`config.mk`:
```
export PLATFORM = sky130hd
export DESIGN_NAME = sha3_256_padder
export DESIGN_NICKNAME = d
export VERILOG_FILES = /design/src/rtl/sha3_256_padder.sv
export SDC_FILE = /design/constraint.sdc
export NUM_CORES = 2
export LEC_CHECK = 0
export CAP_MARGIN = 20
export CORE_AREA = 2 2 451 453
export DETAILED_ROUTE_END_ITERATION = 12
export DIE_AREA = 0 0 453 455
export GPL_TIMING_DRIVEN = 0
export PLACE_DENSITY = 0.42
export SETUP_SLACK_MARGIN = 0.4
export SLEW_MARGIN = 40
export SYNTH_ARGS = -nofsm -noshare
export SYNTH_HDL_FRONTEND = slang
export SYNTH_SLANG_ARGS = --single-unit
```
`constraint.sdc`:
```
create_clock -name clk -period 6.15 [get_ports clk]
set_input_delay 1.23 -clock clk [delete_from_list [all_inputs] [get_ports clk]]
set_output_delay 1.23 -clock clk [all_outputs]
set_load 0.05 [all_outputs]
```
`src/rtl/sha3_256_padder.sv`:
```
// rtl/sha3_256_padder.sv - SHA3 rate-block packer with domain/pad10*1 padding
module sha3_256_padder #(
    parameter int          RATE_WORDS  = 17,
    parameter logic [7:0]  DOMAIN_BYTE = 8'h06
) (
    input  logic                    clk,
    input  logic                    rst_n,
    input  logic                    in_valid,
    output logic                    in_ready,
    input  logic [63:0]             in_data,
    input  logic [3:0]              in_bytes,
    input  logic                    in_last,
    output logic                    blk_valid,
    input  logic                    blk_ready,
    output logic [64*RATE_WORDS-1:0] blk_data,
    output logic                    blk_last
);

    localparam int BW = 64 * RATE_WORDS;
    localparam int RB = 8 * RATE_WORDS;
    localparam int WW = $clog2(RATE_WORDS);
    localparam int PW = $clog2(RB + 1);

    typedef enum logic [1:0] {
        FILL,
        EMIT,
        EXTRA
    } state_t;

    state_t         state;
    logic [WW-1:0]  widx;
    logic           pad_pending;
    logic [BW-1:0]  blk_buf;

    logic [63:0]    word_masked;
    logic [PW-1:0]  pad_pos;
    logic           pad_fits;
    logic [BW-1:0]  fill_next;
    logic [BW-1:0]  pad_only;

    assign blk_data = blk_buf;

    // Byte offset of the first pad byte if the current word ends the message
    assign pad_pos  = PW'({widx, 3'b000}) + PW'(in_bytes);
    assign pad_fits = (pad_pos <= PW'(RB - 1));

    // Zero the bytes beyond the valid count on the final word
    always_comb begin
        word_masked = in_data;
        for (int k = 0; k < 8; k++) begin
            if (in_last && (4'(k) >= in_bytes)) begin
                word_masked[8*k +: 8] = 8'h00;
            end
        end
    end

    // Buffer image after writing the accepted word and, on a final word that
    // leaves room, OR-ing in the domain byte and the closing 0x80
    always_comb begin
        fill_next = blk_buf;
        for (int i = 0; i < RATE_WORDS; i++) begin
            if (widx == WW'(i)) begin
                fill_next[64*i +: 64] = word_masked;
            end
        end
        if (in_last && pad_fits) begin
            for (int j = 0; j < RB; j++) begin
                if (pad_pos == PW'(j)) begin
                    fill_next[8*j +: 8] = fill_next[8*j +: 8] | DOMAIN_BYTE;
                end
            end
            fill_next[BW-1 -: 8] = fill_next[BW-1 -: 8] | 8'h80;
        end
    end

    // Padding-only block used when the message exactly filled the previous block
    always_comb begin
        pad_only             = '0;
        pad_only[7:0]        = DOMAIN_BYTE;
        pad_only[BW-1 -: 8]  = pad_only[BW-1 -: 8] | 8'h80;
    end

    // Fill / emit / extra-pad sequencing with registered handshake outputs
    always_ff @(posedge clk or negedge rst_n) begin
        if (!rst_n) begin
            state       <= FILL;
            widx        <= '0;
            pad_pending <= 1'b0;
            blk_buf     <= '0;
            in_ready    <= 1'b1;
            blk_valid   <= 1'b0;
            blk_last    <= 1'b0;
        end else begin
            case (state)
                FILL: begin
                    if (in_valid && in_ready) begin
                        blk_buf <= fill_next;
                        if (in_last) begin
                            in_ready  <= 1'b0;
                            blk_valid <= 1'b1;
                            state     <= EMIT;
                            if (pad_fits) begin
                                blk_last <= 1'b1;
                            end else begin
                                blk_last    <= 1'b0;
                                pad_pending <= 1'b1;
                            end
                        end else if (widx == WW'(RATE_WORDS - 1)) begin
                            in_ready  <= 1'b0;
                            blk_valid <= 1'b1;
                            blk_last  <= 1'b0;
                            state     <= EMIT;
                        end else begin
                            widx <= widx + WW'(1);
                        end
                    end
                end
                EMIT: begin
                    if (blk_ready) begin
                        if (pad_pending) begin
                            blk_buf     <= pad_only;
                            blk_last    <= 1'b1;
                            pad_pending <= 1'b0;
                            state       <= EXTRA;
                        end else begin
                            blk_buf   <= '0;
                            widx      <= '0;
                            blk_last  <= 1'b0;
                            blk_valid <= 1'b0;
                            in_ready  <= 1'b1;
                            state     <= FILL;
                        end
                    end
                end
                EXTRA: begin
                    if (blk_ready) begin
                        blk_buf   <= '0;
                        widx      <= '0;
                        blk_last  <= 1'b0;
                        blk_valid <= 1'b0;
                        in_ready  <= 1'b1;
                        state     <= FILL;
                    end
                end
                default: begin
                    state <= FILL;
                end
            endcase
        end
    end

endmodule

```
==> impl_metrics.env <==
export IMPL_tritoncts="yes"
export IMPL_ir_worst_vdd_v=0.000288
export IMPL_synth_enable_flop_cells=0
export IMPL_hold_class="in -> async"
export IMPL_worstSetupPathType="in -> reg"
export IMPL_vias=38900
export IMPL_rr_worst_depth=8
export IMPL_die_w_um=453
export IMPL_hold_buffers=0
export IMPL_wl_per_cell_um=31.5
export IMPL_dp_final_hpwl_mm=200
export IMPL_period_needed_ps=4100
export IMPL_maxCapViolations=0
export IMPL_synth_async_reset_ratio=1.00
export IMPL_powerDensity_nw_per_um2=562
export IMPL_cts_resized=0
export IMPL_antenna_found_initial=17
export IMPL_tightest_slew_ps=915
export IMPL_placed_area_um2=58500
export IMPL_fin_nets=5459
export IMPL_hold_viol=0
export IMPL_clk_pin_slew_ps=60
export IMPL_cts_root_buf="clkbuf_16"
export IMPL_dr_first_iter_drc_count=3105
export IMPL_endpoint_kind="flop"
export IMPL_cp_arrival_ps=4810
export IMPL_cts_sinks=1099
export IMPL_setup_tns_final_ps=0
export IMPL_dieArea_um2=206000
export IMPL_cpPeakStageDelay_ps=690
export IMPL_crit_family="buffers and inverters"
export IMPL_syn_inst=4045
export IMPL_p_leak_nw=26.9
export IMPL_fillers=21000
export IMPL_slew_violations=0
export IMPL_layout_drive_gt1_share=0.0873
export IMPL_start_kind="primary input"
export IMPL_grt_pass1_wl_mm=343
export IMPL_synthAdderAreaFrac=0.00321
export IMPL_cts_setup_buffers=0
export IMPL_max_slew_margin_rel=0.385
export IMPL_yosys_area_share_xor_xnor=0.000818
export IMPL_initial_utilization=0.213
export IMPL_yosysSeqAreaShare=0.642
export IMPL_syn_cell_area_um2=42800
export IMPL_synth_top_family_by_area="compound AO/OA/AOI/OAI gates"
export IMPL_wl_mm=257
export IMPL_fin_area_um2=63000
export IMPL_grt_ovfl_total=0
export IMPL_cp_slowest_cell="nand2_1"
export IMPL_setup_viol=0
export IMPL_worst_path_buf_inv=3
export IMPL_portBuffers=1163
export IMPL_die_h_um=455
export IMPL_clock_fmax_ghz=0.244
export IMPL_cts_buffers=138
export IMPL_ys_seq_elements=1099
export IMPL_grt_pass1_vias=38100
export IMPL_grt_setup_unrepaired="no"
export IMPL_yosysWarningCount=0
export IMPL_first_pass_iters=5
export IMPL_required_ps=6860
export IMPL_io_pins=1164
export IMPL_fp_row_count=165
export IMPL_remaining_drc_errors=0
export IMPL_synth_compound_area_share=0.183
export IMPL_core_um2=201000
export IMPL_cts_max_level=4
export IMPL_syn2layout_area_growth_pct=47.2
export IMPL_rr_startpoint="state[0]$_DFFE_PN0P_"
export IMPL_gp_congestion=0.850
export IMPL_drtAntennaViolNets=0
export IMPL_synthDistinctLibCells=77
export IMPL_r2r_end="blk_data[591]$_DFFE_PN0P_"
export IMPL_period_share=0.667
export IMPL_clk_path_buf_depth=3
export IMPL_crit_chain="clkdlybuf4s50_1, clkbuf_1, o21ai_1, nand2_1, nand2_1, clkbuf_1, o21ai_0"
export IMPL_crit_fanout=10
export IMPL_synthMuxAreaShare=0.000497
export IMPL_grt_total_usage=0.242
export IMPL_insertion_delay_ps=800
export IMPL_grt_max_degree=106
export IMPL_vias_per_cell=4.77
export IMPL_fin_skew_ps=36.2
export IMPL_synth_simple_area_share=0.130
export IMPL_avgSynthCellArea_um2=10.6
export IMPL_status="finished clean"
export IMPL_ff2ff_setup_slack_ps=2350
export IMPL_synth_top_flop_cell="dfrtp_1"
export IMPL_syn_num_nets=4129
[state kept, by name, indices dropped and copies added (netlist names)]
name,count
blk_valid,1
in_ready,1
blk_data,1088
pad_pending,1
state,2
blk_last,1
widx,5
[logic make-up (layout without fill, tap and decap cells)]
family,count (synthesis),after routing
buf+inv,351,1781
mux,2,2
xor+xnor,4,4
compound gates,1233,1233
other cells,0,9
flops,1099,1099
simple gates,1345,1345
fa+ha+maj,11,11
[worst max-delay path by stage]
stage | start | to | slack, ps | depth (start not counted)
3_5_place_dp | in_bytes[1] | blk_data[80]$_DFFE_PN0P_ | 1190 | 7
3_3_place_gp | rst_n | blk_data[293]$_DFFE_PN0P_ | -50250 | 1
5_1_grt | in_bytes[1] | blk_data[16]$_DFFE_PN0P_ | 2020 | 7
4_1_cts | in_bytes[1] | blk_data[80]$_DFFE_PN0P_ | 2070 | 7
2_1_floorplan | in_bytes[3] | blk_data[657]$_DFFE_PN0P_ | 3010 | 9
6_report | in_bytes[2] | blk_data[96]$_DFFE_PN0P_ | 2050 | 7
[worst reg2reg max path: stages (launching register included)]
cell	delay (ps)
dfrtp_1	490
inv_1	130
ha_1	330
a21boi_4	230
a211oi_2	670
buf_2	630
o21ai_2	410
clkbuf_1	450
o31ai_1	360
[report_power, final]
part | leakage, nW | switching [W] | internal [W] | total, W
clock | 2.20 | 0.00347 | 0.00475 | 0.00822
sequential | 15.2 | 0.00110 | 0.00886 | 0.00996
combinational | 9.55 | 0.0130 | 0.00428 | 0.0172
[layout by cell type (no fill, tap or decap), drive strengths merged, types with 5 or more instances in the layout]
master         netlist  layout
a21oi                8       8
clkinv               0      27
o221a                6       6
nor2b               14      14
a22o                16      16
nor3                72      72
a22oi               94      94
nand2             1098    1098
diode                0       9
dfrtp             1098    1098
ha                  11      11
o221ai              91      91
o21ai              744     744
inv                 15      20
clkdlybuf4s50        0    1152
o211ai               9       9
and2                15      15
a31oi               10      10
or2                  5       5
buf                109     147
a21boi              10      10
bufinv               0       5
a221o               97      97
o22ai                6       6
clkbuf             227     427
nand3               35      35
nor2                60      60
o211a                7       7
nand2b              15      15
and3                 8       8
a211o                5       5
o31ai              109     109
[final cells by class]
class | instances | area [um^2] | area share
antenna | 9 | 22.5 | 0.000357
buffer | 336 | 1700 | 0.0270
clock buffer | 200 | 4010 | 0.0636
clock inverter | 40 | 473 | 0.00750
inverter | 15 | 56.3 | 0.000893
multi-input combinational | 2595 | 13800 | 0.219
sequential | 1099 | 27500 | 0.436
tap | 2672 | 3340 | 0.0530
timing repair buffer | 1190 | 12100 | 0.192
[synth_stat cells, drive strengths merged (14+ instances only)]
| library cell | instances | area (um^2) |
|---|---|---|
| a221o | 97 | 971 |
| a22o | 16 | 140 |
| a22oi | 94 | 706 |
| and2 | 15 | 93.8 |
| buf | 109 | 785 |
| clkbuf | 227 | 855 |
| dfrtp | 1098 | 27500 |
| inv | 15 | 56.3 |
| nand2 | 1098 | 4200 |
| nand2b | 15 | 93.8 |
| nand3 | 35 | 175 |
| nor2 | 60 | 250 |
| nor2b | 14 | 87.6 |
| nor3 | 72 | 409 |
| o21ai | 744 | 3730 |
| o221ai | 91 | 797 |
| o31ai | 109 | 818 |
[per-stage QoR]
stage               hold WS, ps  utilization  total power, W  worst slack (ps)  std cells
floorplan                   530            -          0.0194              3010       4045
global placement            461        0.287          0.0272            -50250       7880
detailed placement          465        0.291          0.0274              1190       7905
CTS                         280        0.313          0.0357              2070       8145
global route                295        0.313          0.0368              2020       8150
finish                      306        0.313          0.0354              2050       8156
[per-layer routing]
layer / wire, um / global-route usage / vias to the layer above / part of all wire
met4: 10100 / 0.0882 / 0 / 0.039
met1: 99300 / 0.283 / 20100 / 0.39
met3: 17600 / 0.0593 / 327 / 0.068
li1: - / - / 16900 / -
met5: 0 / 0 / - / 0
met2: 130000 / 0.426 / 1587 / 0.51
Power figures use the tool's default switching activity.
